## src/rtl/write_resp_slave_mngr_pkg.sv

```systemverilog
`default_nettype none
// ============================================================================
// Module      : write_resp_slave_mngr_pkg
// Description : Shared widths, entry layouts and W-stage state encoding for
//               the write-response target manager.
// Revision    : 1.0 - initial release
// ============================================================================
package write_resp_slave_mngr_pkg;

    localparam int c_id_w    = 4;
    localparam int c_beats   = 4;
    localparam int c_beat_w  = 32;
    localparam int c_strb_w  = 4;
    localparam int c_line_w  = 128;
    localparam int c_mask_w  = 16;

    localparam logic [5:0] c_atop_none = 6'd0;

    typedef enum logic [1:0] {
        ST_IDLE    = 2'd0,
        ST_COLLECT = 2'd1,
        ST_MEMWR   = 2'd2
    } wstate_e;

    typedef struct packed {
        logic [c_id_w-1:0] id;
        logic [31:0]       addr;
        logic              atop_err;
    } aw_entry_t;

    typedef struct packed {
        logic [c_id_w-1:0] id;
        logic              comp;
    } b_entry_t;

    function automatic logic [31:0] line_addr(input logic [31:0] byte_addr);
        return {byte_addr[31:4], 4'b0000};
    endfunction

endpackage
`default_nettype wire

```

## src/rtl/write_resp_slave_mngr_fifo.sv

```systemverilog
`default_nettype none
// ============================================================================
// Module      : sync_fifo
// Description : Synchronous FIFO with wrap-bit pointers; push when full and
//               pop when empty are ignored.
// Revision    : 1.0 - initial release
// ============================================================================
module sync_fifo #(
    parameter int WIDTH = 8,
    parameter int DEPTH = 2
) (
    input  logic                     clk,
    input  logic                     rst_n,
    input  logic                     push,
    input  logic [WIDTH-1:0]         push_data,
    input  logic                     pop,
    output logic [WIDTH-1:0]         pop_data,
    output logic                     full,
    output logic                     empty,
    output logic [$clog2(DEPTH):0]   count
);

    localparam int                 c_pw    = $clog2(DEPTH);
    localparam logic [c_pw:0]      c_depth = (c_pw+1)'(DEPTH);

    logic [c_pw:0]      r_wr_ptr;
    logic [c_pw:0]      r_rd_ptr;
    logic [WIDTH-1:0]   r_mem [DEPTH];
    logic               w_push;
    logic               w_pop;

    assign count    = r_wr_ptr - r_rd_ptr;
    assign full     = (count == c_depth);
    assign empty    = (r_wr_ptr == r_rd_ptr);
    assign w_push   = push && !full;
    assign w_pop    = pop && !empty;
    assign pop_data = r_mem[r_rd_ptr[c_pw-1:0]];

    // Storage is cleared too so the head reads as zero straight out of reset.
    always_ff @(posedge clk or negedge rst_n) begin
        if (!rst_n) begin
            r_wr_ptr <= '0;
            r_rd_ptr <= '0;
            for (int i = 0; i < DEPTH; i++) begin
                r_mem[i] <= '0;
            end
        end else begin
            if (w_push) begin
                r_mem[r_wr_ptr[c_pw-1:0]] <= push_data;
                r_wr_ptr                  <= r_wr_ptr + 1'b1;
            end
            if (w_pop) begin
                r_rd_ptr <= r_rd_ptr + 1'b1;
            end
        end
    end

endmodule
`default_nettype wire

```

## src/rtl/write_resp_slave_mngr.sv

```systemverilog
`default_nettype none
// ============================================================================
// Module      : write_resp_slave_mngr
// Description : Target-side write manager: queues requests, assembles four
//               32-bit beats into a masked 128-bit line write, returns responses.
// Revision    : 1.0 - initial release
// ============================================================================
module write_resp_slave_mngr #(
    parameter int AW_DEPTH = 2,
    parameter int B_DEPTH  = 2
) (
    input  logic          clk,
    input  logic          rst_n,
    input  logic          awvalid,
    output logic          awready,
    input  logic [3:0]    awid,
    input  logic [31:0]   awaddr,
    input  logic [5:0]    awatop,
    input  logic          wvalid,
    output logic          wready,
    input  logic [31:0]   wdata,
    input  logic [3:0]    wstrb,
    input  logic          wlast,
    output logic          bvalid,
    input  logic          bready,
    output logic [3:0]    bid,
    output logic          bcomp,
    output logic          mem_wvalid,
    input  logic          mem_wready,
    output logic [31:0]   mem_addr,
    output logic [127:0]  mem_wdata,
    output logic [15:0]   mem_mask
);

    import write_resp_slave_mngr_pkg::*;

    localparam int             c_awp      = $clog2(AW_DEPTH);
    localparam int             c_bp       = $clog2(B_DEPTH);
    localparam logic [c_awp:0] c_aw_depth = (c_awp+1)'(AW_DEPTH);
    localparam logic [c_bp:0]  c_b_depth  = (c_bp+1)'(B_DEPTH);

    wstate_e              r_state;
    logic                 r_awready;
    logic                 r_wready;
    logic [1:0]           r_beat;
    logic [c_id_w-1:0]    r_id;
    logic                 r_ok;

    aw_entry_t            w_aw_in;
    aw_entry_t            w_aw_head;
    logic                 w_aw_full;
    logic                 w_aw_empty;
    logic [c_awp:0]       w_aw_count;
    logic [c_awp:0]       w_aw_cnt_next;
    logic                 w_aw_push;
    logic                 w_aw_pop;
    logic                 w_aw_avail;

    b_entry_t             w_b_in;
    b_entry_t             w_b_head;
    logic                 w_b_full;
    logic                 w_b_empty;
    logic [c_bp:0]        w_b_count;
    logic                 w_b_push;
    logic                 w_b_pop;
    logic                 w_b_credit;

    logic                 w_beat_acc;
    logic                 w_last_beat;
    logic                 w_line_end;
    logic                 w_line_err;

    assign awready = r_awready;
    assign wready  = r_wready;
    assign bvalid  = !w_b_empty;
    assign bid     = w_b_head.id;
    assign bcomp   = w_b_head.comp;

    assign w_aw_in       = '{id: awid, addr: awaddr, atop_err: (awatop != c_atop_none)};
    assign w_aw_push     = awvalid && r_awready && !w_aw_full;
    assign w_aw_cnt_next = w_aw_count + (c_awp+1)'(w_aw_push) - (c_awp+1)'(w_aw_pop);
    // A push this cycle is already at the head next cycle, so IDLE may commit now.
    assign w_aw_avail    = !w_aw_empty || w_aw_push;

    assign w_beat_acc  = (r_state == ST_COLLECT) && r_wready && wvalid;
    assign w_last_beat = (r_beat == 2'd3);
    assign w_line_end  = wlast || w_last_beat;
    assign w_line_err  = (wlast != w_last_beat);
    assign w_aw_pop    = w_beat_acc && w_line_end;

    // Only one line is ever in flight, and it holds no credit while in IDLE.
    assign w_b_credit = (w_b_count < c_b_depth);
    assign w_b_pop    = bvalid && bready;
    assign w_b_push   = !w_b_full &&
                        ((w_aw_pop && w_aw_head.atop_err) ||
                         ((r_state == ST_MEMWR) && mem_wready));
    assign w_b_in     = (r_state == ST_MEMWR) ? '{id: r_id, comp: r_ok}
                                              : '{id: w_aw_head.id, comp: 1'b0};

    sync_fifo #(
        .WIDTH ($bits(aw_entry_t)),
        .DEPTH (AW_DEPTH)
    ) u_aw_fifo (
        .clk       (clk),
        .rst_n     (rst_n),
        .push      (w_aw_push),
        .push_data (w_aw_in),
        .pop       (w_aw_pop),
        .pop_data  (w_aw_head),
        .full      (w_aw_full),
        .empty     (w_aw_empty),
        .count     (w_aw_count)
    );

    sync_fifo #(
        .WIDTH ($bits(b_entry_t)),
        .DEPTH (B_DEPTH)
    ) u_b_fifo (
        .clk       (clk),
        .rst_n     (rst_n),
        .push      (w_b_push),
        .push_data (w_b_in),
        .pop       (w_b_pop),
        .pop_data  (w_b_head),
        .full      (w_b_full),
        .empty     (w_b_empty),
        .count     (w_b_count)
    );

    always_ff @(posedge clk or negedge rst_n) begin
        if (!rst_n) begin
            r_awready <= 1'b0;
        end else begin
            r_awready <= (w_aw_cnt_next != c_aw_depth);
        end
    end

    always_ff @(posedge clk or negedge rst_n) begin
        if (!rst_n) begin
            r_state    <= ST_IDLE;
            r_wready   <= 1'b0;
            r_beat     <= 2'd0;
            r_id       <= '0;
            r_ok       <= 1'b0;
            mem_wvalid <= 1'b0;
            mem_addr   <= '0;
            mem_wdata  <= '0;
            mem_mask   <= '0;
        end else begin
            case (r_state)
                ST_IDLE: begin
                    if (w_aw_avail && w_b_credit) begin
                        r_state   <= ST_COLLECT;
                        r_wready  <= 1'b1;
                        r_beat    <= 2'd0;
                        mem_wdata <= '0;
                        mem_mask  <= '0;
                    end
                end
                ST_COLLECT: begin
                    if (w_beat_acc) begin
                        mem_wdata[{r_beat, 5'd0} +: c_beat_w] <= wdata;
                        mem_mask[{r_beat, 2'd0} +: c_strb_w]  <= wstrb;
                        r_beat <= r_beat + 2'd1;
                        if (w_line_end) begin
                            r_wready <= 1'b0;
                            r_id     <= w_aw_head.id;
                            r_ok     <= !w_line_err;
                            if (w_aw_head.atop_err) begin
                                r_state <= ST_IDLE;
                            end else begin
                                mem_addr   <= line_addr(w_aw_head.addr);
                                mem_wvalid <= 1'b1;
                                r_state    <= ST_MEMWR;
                            end
                        end
                    end
                end
                ST_MEMWR: begin
                    if (mem_wready) begin
                        mem_wvalid <= 1'b0;
                        r_state    <= ST_IDLE;
                    end
                end
                default: begin
                    r_state  <= ST_IDLE;
                    r_wready <= 1'b0;
                end
            endcase
        end
    end

endmodule
`default_nettype wire

```

## config.mk

```make
export PLATFORM = sky130hd
export DESIGN_NAME = write_resp_slave_mngr
export DESIGN_NICKNAME = d
export VERILOG_FILES = /design/src/rtl/write_resp_slave_mngr_pkg.sv /design/src/rtl/write_resp_slave_mngr_fifo.sv /design/src/rtl/write_resp_slave_mngr.sv
export SDC_FILE = /design/constraint.sdc
export NUM_CORES = 1
export LEC_CHECK = 0
export ABC_AREA = 1
export CORE_MARGIN = 2
export CORE_UTILIZATION = 35
export DETAILED_ROUTE_END_ITERATION = 8
export PLACE_DENSITY_LB_ADDON = 0.15
export SYNTH_ARGS = -nofsm -noshare
export SYNTH_HDL_FRONTEND = slang
export SYNTH_HIERARCHICAL = 1
export SYNTH_SLANG_ARGS = --single-unit
```

## constraint.sdc

```tcl
create_clock -name clk -period 2.9 [get_ports clk]
set_input_delay 0.29 -clock clk [delete_from_list [all_inputs] [get_ports clk]]
set_output_delay 0.29 -clock clk [all_outputs]
set_load 0.01 [all_outputs]
```

# Word level (Yosys, flattened, before mapping)
# Index checks and enable logic that the tools add are counted.
[totals]
word_cells = 133
inputBits = 85
reg_bits = 276
output_inout_bits = 185
[classes]
n_mux = 39
add_sub_neg = 11
shifts = 4
magnitude_cmp = 7
eq_ne = 14
n_reduce_logical = 34
bitwise_logic = 6
[ops]
columns = ["op", "n"]
rows = [
  ["two-way mux 128 bit", 2],
  ["one-hot mux 128 bit (2 select lines)", 1],
  ["two-way mux 37 bit", 4],
  ["bitwise mux 128 bit", 1],
  ["variable shift 32 x 9 -> 128 bit (first input constant)", 1],
  ["indexed part select 32 x 9 -> 128 bit", 1],
  ["bitwise mux 74 bit", 1],
  ["demux 37 bit (select 1 bit)", 1],
  ["two-way mux 16 bit", 2],
  ["one-hot mux 16 bit (2 select lines)", 1],
  ["two-way mux 5 bit", 5],
  ["bitwise mux 16 bit", 1],
  ["logical AND 1 bit", 16],
  ["variable shift 4 x 6 -> 16 bit (first input constant)", 1],
  ["indexed part select 4 x 6 -> 16 bit", 1],
  ["two-way mux 2 bit", 7],
  ["inequality test 2 bit (second input constant)", 6],
  ["AND reduction 4 bit", 3],
  ["adder 2 x 1 -> 2 bit (second input constant)", 5],
  ["bitwise mux 10 bit", 1],
  ["negator 7 -> 9 bit", 1],
  ["equality test 2 bit (second input constant)", 4],
  [">= comparator 2 bit (second input constant)", 4],
  ["inverter 1 -> 2 bit", 4],
  ["23 further kinds", 41],
]

# Logic depth before layout (Yosys ltp)
# Gate-level depths: netlist (run 1).
[logic_depth]
word_depth = 8
ltp_mapped = 16
ltp_nobuf = 13

# Modules after synthesis
# The synthesis (run 1) kept the hierarchy.
[modules_own_cells]
columns = ["mod", "area_each_um2", "cells_per_inst", "seq_area_each_um2", "instances"]
rows = [
  ["write_resp_slave_mngr", 8565.7, 1107, 4604.4, 1],
  ["sync_fifo at u_aw_fifo", 3757.4, 482, 1951.9, 1],
  ["sync_fifo at u_b_fifo", 740.7, 93, 350.3, 1],
]

# Worst setup path after synthesis (run 1)
# No wires, ideal clock.
[synth_timing]
path_kind = "register to register"
from = "register u_aw_fifo.r_wr_ptr[0]"
to = "register u_aw_fifo/r_mem[37] (netlist bit)"
required_ns = 2.834
t_arrival_ns = 2.495
setup_slack_ns = 0.339
synth_period_minus_slack_ns = 2.561
stages_incl_launch_ff = 16
setup_time_ns = 0.066
n_path_buf = 6
path_cell_list = "dfrtp_1 inv_1 clkbuf_1 ha_1 nand3_2 buf_4 buf_4 inv_1 inv_1 nand3_1 inv_1 buf_2 buf_2 buf_1 nand4_1 nand2_1"
[synth_via]
elab_cells_between_ends = 12
classes_between = "add/sub: 1; order compare: 2; eq/ne: 1; mux: 3; bitwise: 1; reduce/logical: 4"
[synth_rtl]
columns = ["item", "line_no", "rtl"]
rows = [
  ["start, declared", "write_resp_slave_mngr_fifo.sv:26", "logic [c_pw:0] r_wr_ptr;"],
  ["start signal, assigned", "write_resp_slave_mngr_fifo.sv:50", "r_wr_ptr <= r_wr_ptr + 1'b1;"],
  ["subtractor 2 bit", "write_resp_slave_mngr_fifo.sv:32", "assign count = r_wr_ptr - r_rd_ptr;"],
  ["equality test 2 bit", "write_resp_slave_mngr_fifo.sv:33", "assign full = (count == c_depth);"],
  ["net w_aw_full", "write_resp_slave_mngr.sv:51", "logic w_aw_full;"],
  ["zero test 1 bit", "write_resp_slave_mngr.sv:80", "assign w_aw_push = awvalid && r_awready && !w_aw_full;"],
  ["logical AND 1 bit", "write_resp_slave_mngr.sv:80", ""],
  ["net w_aw_push", "write_resp_slave_mngr.sv:55", "logic w_aw_push;"],
  ["logical AND 1 bit", "write_resp_slave_mngr_fifo.sv:35", "assign w_push = push && !full;"],
  ["end signal, assigned by index", "write_resp_slave_mngr_fifo.sv:49", "r_mem[r_wr_ptr[c_pw-1:0]] <= push_data;"],
  ["end, declared", "write_resp_slave_mngr_fifo.sv:28", "logic [WIDTH-1:0] r_mem [DEPTH];"],
]
# The timed path passes the listed nets, and every way through them passes these cells.
# A chain may end at the register's enable or synchronous reset.

# Worst setup path after layout (run 1)
[layout_timing]
from = "register u_b_fifo.r_wr_ptr[0]"
to = "output port bvalid"
[layout_via]
elab_chain_len = 2
[layout_rtl]
columns = ["item", "line_no", "rtl"]
rows = [
  ["start, declared", "write_resp_slave_mngr_fifo.sv:26", ""],
  ["start signal, assigned", "write_resp_slave_mngr_fifo.sv:50", ""],
  ["equality test 2 bit", "write_resp_slave_mngr_fifo.sv:34", "assign empty = (r_wr_ptr == r_rd_ptr);"],
  ["net w_b_empty", "write_resp_slave_mngr.sv:62", "logic w_b_empty;"],
  ["zero test 1 bit", "write_resp_slave_mngr.sv:75", "assign bvalid = !w_b_empty;"],
  ["end, declared", "write_resp_slave_mngr.sv:24", "output logic bvalid,"],
]
# The timed path passes the listed nets, and every way through them passes these cells.

==> flow_summary_export.csv, run 1 <==
group,metric,value,unit
outcome,status,"complete, no violations",
detailed_routing,dr.first_iter.drc_count,693,
timing,slew_headroom,45.2,%
timing,fin_crit_sh,89.9,%
die,initial_core_util,35.6,%
die,core,35700,um2
clock_network,cts_buffer_depth,3,
timing,clock_skew,0.0131,ns
clock_network,cts_tree,"yes",
timing,max_freq,0.383,GHz
clock_network,post_cts_buffers,0,
timing,maxSlewViolCount,0,
worst_hold_path,min_from,"awaddr[7]",
die,row_count,69,
global_route,grtUsageTotal,21.1,%
place,port_buffers,261,
synth,netlist_area,12700,um2
critical_path,start_kind,"flip-flop",
timing,period_needed,2.61,ns
power_and_ir_drop,p_leak,8.55,nW
clock_network,post_cts_resized,0,
timing,finalSetupViolations,0,
global_route,antenna_found_initial,1,
detailed_routing,vias_per_cell,4.91,
die,io_pins,270,
clock_network,clock-sinks,268,
detailed_routing,dr.pass1.iters,4,
global_route,grt_pass1_wl,64000,um
place,place_inst,2281,
detailed_routing,wl_per_cell,17.1,um
global_route,grt-ovfl-total,0,
synth,postSynthCellCount,1637,
critical_path,cp.arrival,2.32,ns
finish,n_fill_cell,3596,
timing,rsz0062_at_grt,"false",
critical_path,worstSetupPathType,"reg -> out",
detailed_routing,drt.antenna.violating_nets,0,
run,cap_viol_max_count,0,
place,gp_congestion,0.830,
synth,avgSynthCellArea,7.76,um2
die,dieArea,37800,um2
finish,num_antenna_cells,0,
critical_path,r2r-start,"u_aw_fifo/r_wr_ptr[0]",
worst_hold_path,hold_class,"in -> reg",
place,hpwl,26400,um
detailed_routing,drc,0,
critical_path,end_kind,"primary output",
timing,finalSetupTns,0,ns
power_and_ir_drop,power_density,1050,nW/um2
finish,finalNonFillerCells,2339,
detailed_routing,wl,39900,um
synth,yosys_warnings,6,
timing,tightest_slew,0.819,ns
timing,final-hold-violation-count,0,
finish,syn2layout_area_growth,31.5,%
clock_network,numCtsBuffers,34,
finish,nNetsFinal,1951,
die,dieWidth,195,um
global_route,grt_start_max_net_pins,83,
critical_path,crit_fanout,9,
die,die_h,195,um
finish,drive_above_1_share,6.07,%
clock_network,clock_latency,0.50,ns
clock_network,clkTransAtPathRegs,0.05,ns
global_route,grt_pass1_vias,11100,
critical_path,startpoint,"u_b_fifo/r_wr_ptr[0]",
critical_path,worstPathRequired,2.61,ns
power_and_ir_drop,ir_worst_vdd,0.467,mV
detailed_routing,dr_total_vias,11500,
clock_network,root_buffer,"clkbuf_16",
clock_network,htreeDepth,2,
[per-stage QoR]
step | power [mW] | instance area [um2] | hold WS [ns] | worst slack, ns | utilization [%]
floorplan | 10.5 | 12700 | -0.00559 | 0.469 | -
global placement | 13.4 | 15600 | 0.352 | 0.425 | 43.9
detailed placement | 13.6 | 15600 | 0.354 | 0.421 | 43.9
CTS | 17.7 | 16700 | 0.372 | 0.246 | 46.9
global route | 18.8 | 16700 | 0.385 | 0.159 | 46.9
finish | 17.5 | 16700 | 0.389 | 0.292 | 46.9
[routing by layer]
metal | GRT usage (%) | up-vias | wire (um) | share of wire, %
met5 | 0 | - | 9 | 0.023
met4 | 5.90 | 2 | 1090 | 2.7
met3 | 4.06 | 65 | 2560 | 6.4
met2 | 34.2 | 331 | 18500 | 46
met1 | 28.8 | 5458 | 17800 | 45
li1 | - | 5618 | - | -
[state kept, by name (all words and copies together), names as in the netlist]
signal,count
u_b_fifo/r_rd_ptr,2
mem_wvalid,1
r_ok,1
r_id,4
u_b_fifo/r_mem,10
mem_wdata,128
wready,1
u_aw_fifo/r_mem,66
u_aw_fifo/r_wr_ptr,2
r_beat,2
u_aw_fifo/r_rd_ptr,2
mem_mask,16
mem_addr,28
u_b_fifo/r_wr_ptr,2
r_state,2
awready,1
[critical path: stages (launching register included)]
cell,delay (ns)
dfrtp_1,0.53
inv_2,0.15
ha_1,0.38
nand2_2,0.12
inv_1,0.06
inv_1,0.06
clkdlybuf4s50_1,0.52
[path summary, 6_finish.rpt]
check | endpoint | slack, ns | cells past startpoint
setup / recovery | bvalid | 0.29 | 6
hold / removal | u_aw_fifo/r_mem[8] | 0.39 | 3
setup reg to reg | mem_wdata[97] | 0.46 | 14
hold reg to reg | mem_wdata[106] | 0.47 | 2
max in group asynchronous | mem_wdata[44] | 1.65 | 3
min in group asynchronous | mem_wdata[104] | 0.41 | 2
[power by group]
group	leakage [nW]	switching, mW	internal (mW)	total [mW]
combinational	4.46	5.17	2.67	7.83
sequential	3.57	0.705	4.91	5.61
clock	0.518	1.59	2.45	4.04
[what timing repair did]
action	in CTS	in global routing
endpoints found under the setup margin	0	0
hold buffers	1	0
hold endpoints to repair	77	0
[area by class of cell]
cell class	instances	area [um2]	share of cell area, %
flip-flops and latches	268	6710	40.1
multi-input cells	1177	5100	30.5
repair buffers	299	2980	17.8
clock buffers	52	1000	5.98
well taps	461	577	3.45
inverters	77	289	1.73
clock inverters	5	53.8	0.322
[placed cells by master (no fill, tap or decap)]
cell type and instances:
nand2_1 725, dfrtp_1 268, clkdlybuf4s50_1 260, nand3_1 162, nor2_1 116, nand4_1 79
inv_1 69, nor3_1 36, clkbuf_16 35, buf_4 31, nand2_2 12, o21ai_0 12
clkbuf_1 11, ha_1 9, inv_2 7, clkbuf_8 6, buf_12 6, nand3_2 4
conb_1 4, xnor2_1 3, clkinv_2 3, nor2_4 2, nand3b_1 2, a21oi_1 2
nand2_4 2, xor2_1 2, nor4_1 1, clkinv_1 1, or2_2 1, or2_1 1
nor2_2 1, inv_6 1, bufinv_16 1, dlygate4sd3_1 1, buf_8 1, nand3_4 1
Power figures use the tool's default switching activity.
==> run 2, diff against run 1 <==
==> constraint.sdc (replaced) <==
create_clock -name clk -period 2.2 [get_ports clk]
set_input_delay 0.22 -clock clk [delete_from_list [all_inputs] [get_ports clk]]
set_output_delay 0.22 -clock clk [all_outputs]
set_load 0.01 [all_outputs]
==> flow_summary_export.csv, run 2 (synthesis gave the netlist of run 1 again) <==
group,metric,value,unit
die,core,35700,um2
detailed_routing,vias_per_cell,4.88,
critical_path,worstPathRequired,1.98,ns
critical_path,cp.arrival,1.89,ns
timing,period_needed,2.11,ns
finish,final_common_cell,"nand2_1",
power_and_ir_drop,combPwrFrac,46.1,%
power_and_ir_drop,p_switching,9.95,mW
critical_path,critPathMostFrequentCell,"nand2_1",
finish,reg_top3,"mem_wdata x128, u_aw_fifo/r_mem x66, mem_addr x28",
detailed_routing,drt.antenna.violating_nets,0,
die,row_count,69,
critical_path,crit_path_max_incr_delay,0.54,ns
timing,final-hold-violation-count,0,
critical_path,cp_slowest_cell,"clkdlybuf4s50_1",
clock_network,root_buffer,"clkbuf_16",
power_and_ir_drop,swShare,42.0,%
critical_path,reg2reg_depth,13,
timing,maxSlewViolCount,0,
finish,largest_reg_flops,128,
die,die_h,195,um
place,place_ws,0.0164,ns
detailed_routing,dr.pass1.iters,5,
worst_hold_path,hold_class,"in -> async",
place,port_buffers,261,
outcome,status,"complete, no violations",
power_and_ir_drop,total_power,23.7,mW
critical_path,end_kind,"primary output",
global_route,grt_start_max_net_pins,85,
timing,finalSetupTns,0,ns
finish,max_flop_register,"mem_wdata",
power_and_ir_drop,p_int,13.7,mW
global_route,grt_pass1_wl,64100,um
critical_path,crit_buf_inv,3,
timing,tightest_slew,0.796,ns
critical_path,crit_fanout,8,
detailed_routing,wl_per_cell,16.8,um
detailed_routing,wl,39500,um
detailed_routing,dr.first_iter.drc_count,728,
detailed_routing,drc,0,
timing,max_freq,0.474,GHz
clock_network,numCtsBuffers,31,
finish,num_antenna_cells,0,
critical_path,critPathTopFamily,"buffers and inverters",
finish,utilization,47.6,%
global_route,grt_pass1_vias,11400,
die,dieArea,37800,um2
critical_path,start_kind,"flip-flop",
timing,final.setup.worst_slack,0.0904,ns
critical_path,crit_chain,"buf_4 -> inv_2 -> nand2_1 -> nand2_1 -> clkdlybuf4s50_1",
finish,final_cell_mix,"nand2_1, dfrtp_1, clkdlybuf4s50_1, nand3_1, nor2_1",
finish,n_fill_cell,3464,
clock_network,clock_latency,0.57,ns
critical_path,cp_num_cells,5,
timing,slew_headroom,46.7,%
die,dieWidth,195,um
run,cap_viol_max_count,0,
timing,finalSetupViolations,0,
place,gp_congestion,0.795,
finish,syn2layout_area_growth,33.7,%
finish,drive_above_1_share,7.20,%
critical_path,worstSetupPathType,"reg -> out",
clock_network,clock-sinks,268,
timing,fin_crit_sh,95.9,%
global_route,grtUsageTotal,20.9,%
clock_network,cts_buffer_depth,3,
clock_network,clkTransAtPathRegs,0.06,ns
global_route,grt-ovfl-total,0,
die,io_pins,270,
detailed_routing,dr_total_vias,11500,
power_and_ir_drop,power_density,1390,nW/um2
place,hpwl,26500,um
timing,rsz0062_at_grt,"false",
finish,design_area,17000,um2
global_route,antenna_found_initial,0,
power_and_ir_drop,power.share.clock,22.8,%
place,post_dp_cell_area,15800,um2
clock_network,htreeDepth,1,
finish,nNetsFinal,1962,
power_and_ir_drop,p_seq_share,31.1,%
power_and_ir_drop,ir_worst_vdd,0.817,mV
die,initial_core_util,35.6,%
power_and_ir_drop,p_leak,8.70,nW
clock_network,cts_tree,"yes",
timing,clock_skew,0.0132,ns
## run 2: cell count changes in the layout (fill, tap and decap cells not counted), moves of 3 or more
cell / change
clkbuf_1: -5
buf_4: +6
bufinv_16: +3
clkbuf_16: -3
clkbuf_8: +3
clkdlybuf4s50_1: -3
buf_12: +4
## run 2: area by class of cell
class                      count  area (um2)  area share (%)
clock buffer                  46         922            5.43
sequential                   268        6710            39.5
clock inverter                 9         153           0.899
multi-input combinational   1177        5150            30.3
timing repair buffer         313        3180            18.8
tap                          461         577            3.40
inverter                      77         289            1.70
## run 2: path summary, 6_finish.rpt
check | startpoint | slack [ns] | endpoint
max in group asynchronous | rst_n | 1.26 | u_aw_fifo/r_mem[9]
max reg2reg | u_aw_fifo/r_wr_ptr[0] | 0.19 | mem_wdata[24]
max | u_b_fifo/r_rd_ptr[0] | 0.09 | bid[2]
min | rst_n | 0.14 | mem_wdata[5]
min reg2reg | mem_wdata[47] | 0.47 | mem_wdata[47]
min in group clk | awaddr[24] | 0.25 | u_aw_fifo/r_mem[62]
## run 2: metal layers
layer	global-route usage, %	routed length (um)	vias up
met3	4.16	2920	65
met1	28.2	17300	5390
met4	6.24	1170	0
met2	34.1	18100	377
met5	0	0	-
li1	-	-	5644
## run 2: power groups by stage
stage	Clock [mW]	Combinational (mW)	Sequential (mW)
after floorplan	0	6.43	7.62
after global placement	0	10.6	7.42
after detailed placement	0	10.8	7.44
after CTS	5.54	10.8	7.38
after global routing	5.77	12.1	7.56
final	5.40	10.9	7.36
## run 2: through the flow
stage,hold WS (ns),std cells
after floorplan,-0.0756,1640
after global placement,0.117,2293
after detailed placement,0.126,2293
after CTS,0.108,2350
after global routing,0.139,2351
final,0.138,2351
## run 2: what timing repair did
action / in CTS / in global routing
hold buffers: 1 / 0
gates resized for setup: 2 / 8
setup buffers: 1 / 0
pin swaps: 0 / 0
cloned: 0 / 1
endpoints found under the setup margin: 6 / 76
hold endpoints to repair: 268 / 0
==> run 3, diff against run 2 <==
--- a/config.mk
+++ b/config.mk
@@ -10,6 +10,7 @@
 export CORE_UTILIZATION = 35
 export DETAILED_ROUTE_END_ITERATION = 8
 export PLACE_DENSITY_LB_ADDON = 0.15
+export SETUP_SLACK_MARGIN = 0.4
 export SYNTH_ARGS = -nofsm -noshare
 export SYNTH_HDL_FRONTEND = slang
 export SYNTH_HIERARCHICAL = 1
==> flow_summary_export.csv, run 3 (synthesis gave the netlist of run 1 again) <==
group,metric,value,unit
power_and_ir_drop,p_leak,9.49,nW
place,gp_congestion,0.833,
finish,max_flop_register,"mem_wdata",
critical_path,r2r-start,"r_beat[0]",
global_route,grt-ovfl-total,0,
place,place_inst,2295,
detailed_routing,dr.pass1.iters,5,
detailed_routing,drc,0,
die,row_count,69,
global_route,antenna_found_initial,0,
global_route,grt_pass1_wl,67100,um
critical_path,reg2reg_depth,12,
timing,hold_ws,0.224,ns
timing,rsz0062_at_grt,"true",
finish,final_common_cell,"nand2_1",
timing,period_needed,1.94,ns
critical_path,r2r_slack,0.26,ns
die,dieArea,37800,um2
detailed_routing,dr_total_vias,12100,
die,initial_core_util,35.6,%
worst_hold_path,hold_class,"in -> async",
detailed_routing,wl_per_cell,18.4,um
critical_path,cp.arrival,2.38,ns
critical_path,worstSetupPathType,"reg -> reg",
power_and_ir_drop,p_seq_share,26.5,%
critical_path,crit_fanout,4,
place,post_dp_cell_area,16000,um2
critical_path,worstPathRequired,2.64,ns
power_and_ir_drop,power_density,1490,nW/um2
die,io_pins,270,
outcome,status,"complete, no violations",
timing,slew_headroom,59.7,%
detailed_routing,drt.antenna.violating_nets,0,
power_and_ir_drop,total_power,28.2,mW
timing,clock_skew,0.00749,ns
power_and_ir_drop,p_switching,12.1,mW
critical_path,start_kind,"flip-flop",
power_and_ir_drop,p_int,16.1,mW
place,port_buffers,261,
timing,fin_crit_sh,88.1,%
finish,finalNonFillerCells,2422,
finish,drive_above_1_share,20.7,%
finish,nNetsFinal,2031,
finish,syn2layout_area_growth,49.3,%
timing,tightest_slew,0.604,ns
critical_path,startpoint,"r_beat[0]",
detailed_routing,wl,44600,um
timing,max_freq,0.516,GHz
clock_network,clock-sinks,268,
die,die_h,195,um
finish,utilization,53.2,%
clock_network,numCtsBuffers,31,
clock_network,clkTransAtPathRegs,0.06,ns
clock_network,clock_latency,0.56,ns
timing,finalSetupTns,0,ns
die,dieWidth,195,um
clock_network,htreeDepth,1,
critical_path,end_kind,"flip-flop",
clock_network,cts_buffer_depth,3,
global_route,grt_start_max_net_pins,71,
finish,reg_top3,"mem_wdata x128, u_aw_fifo/r_mem x66, mem_addr x28",
finish,final_cell_mix,"nand2_1, dfrtp_1, clkdlybuf4s50_1, nor2_1, nand3_1",
run,cap_viol_max_count,0,
timing,final-hold-violation-count,0,
detailed_routing,dr.first_iter.drc_count,813,
global_route,grt_pass1_vias,11800,
finish,largest_reg_flops,128,
critical_path,cp-endpoint,"awready",
power_and_ir_drop,ir_worst_vdd,0.934,mV
critical_path,r2r_end,"awready",
place,place_ws,0.110,ns
timing,finalSetupViolations,0,
timing,final.setup.worst_slack,0.262,ns
power_and_ir_drop,combPwrFrac,56.2,%
power_and_ir_drop,power.share.clock,17.3,%
die,core,35700,um2
timing,maxSlewViolCount,0,
finish,design_area,19000,um2
clock_network,root_buffer,"clkbuf_16",
global_route,grtUsageTotal,22.3,%
place,hpwl,27200,um
detailed_routing,vias_per_cell,4.99,
power_and_ir_drop,swShare,43.0,%
clock_network,cts_tree,"yes",
==> run 3: worst min-delay path by stage <==
stage,start,end,slack (ns)
after floorplan,rst_n,awready,-0.08
final,rst_n,mem_wdata[104],0.22
after global routing,rst_n,mem_wdata[104],0.25
after detailed placement,rst_n,mem_wdata[104],0.23
after CTS,rst_n,mem_wdata[104],0.22
after global placement,rst_n,mem_wdata[102],0.23
==> run 3: what timing repair did <==
action | 4_1_cts | 5_1_grt
gates cloned | 9 | 17
pin swaps | 11 | 52
gates resized for setup | 90 | 218
setup buffers | 27 | 16
hold buffers | 1 | 0
endpoints found under the setup margin | 263 | 272
endpoints found under the hold margin | 59 | 0
==> run 3: power by group through the flow <==
| stage | registers (mW) | clock network (mW) | logic, mW |
|---|---|---|---|
| after floorplan | 7.62 | 0 | 7.01 |
| after global placement | 7.40 | 0 | 10.9 |
| after detailed placement | 7.41 | 0 | 11.0 |
| after CTS | 7.36 | 5.02 | 13.4 |
| after global routing | 7.68 | 5.20 | 17.0 |
| final | 7.49 | 4.87 | 15.9 |
==> run 3: cell type report <==
class / count / area [um2]
antenna: 1 / 2.50
clock buffer: 47 / 906
clock inverter: 9 / 50.0
fill: 3411 / 16700
inverter: 77 / 308
multi-input combinational: 1180 / 6130
sequential: 268 / 6710
tap: 461 / 577
timing repair buffer: 379 / 4290
==> run 3: worst max-delay path, cell delays in order (launching register included) <==
cell,delay [ns]
dfrtp_1,0.43
ha_2,0.22
inv_2,0.06
ha_4,0.16
inv_4,0.06
nand2_4,0.07
buf_6,0.13
nand2_2,0.06
nand2_2,0.07
ha_4,0.17
xnor2_2,0.17
nand3b_1,0.14
nand3b_1,0.08
==> run 3: per-layer routing <==
metal	track usage (%)	routed length, um	share of wire, %	vias to the layer above
met5	0	0	0	-
met4	6.87	1470	3.3	0
met3	4.58	3160	7.1	82
met2	35.9	20600	46	370
met1	30.2	19500	44	5813
li1	-	-	-	5819
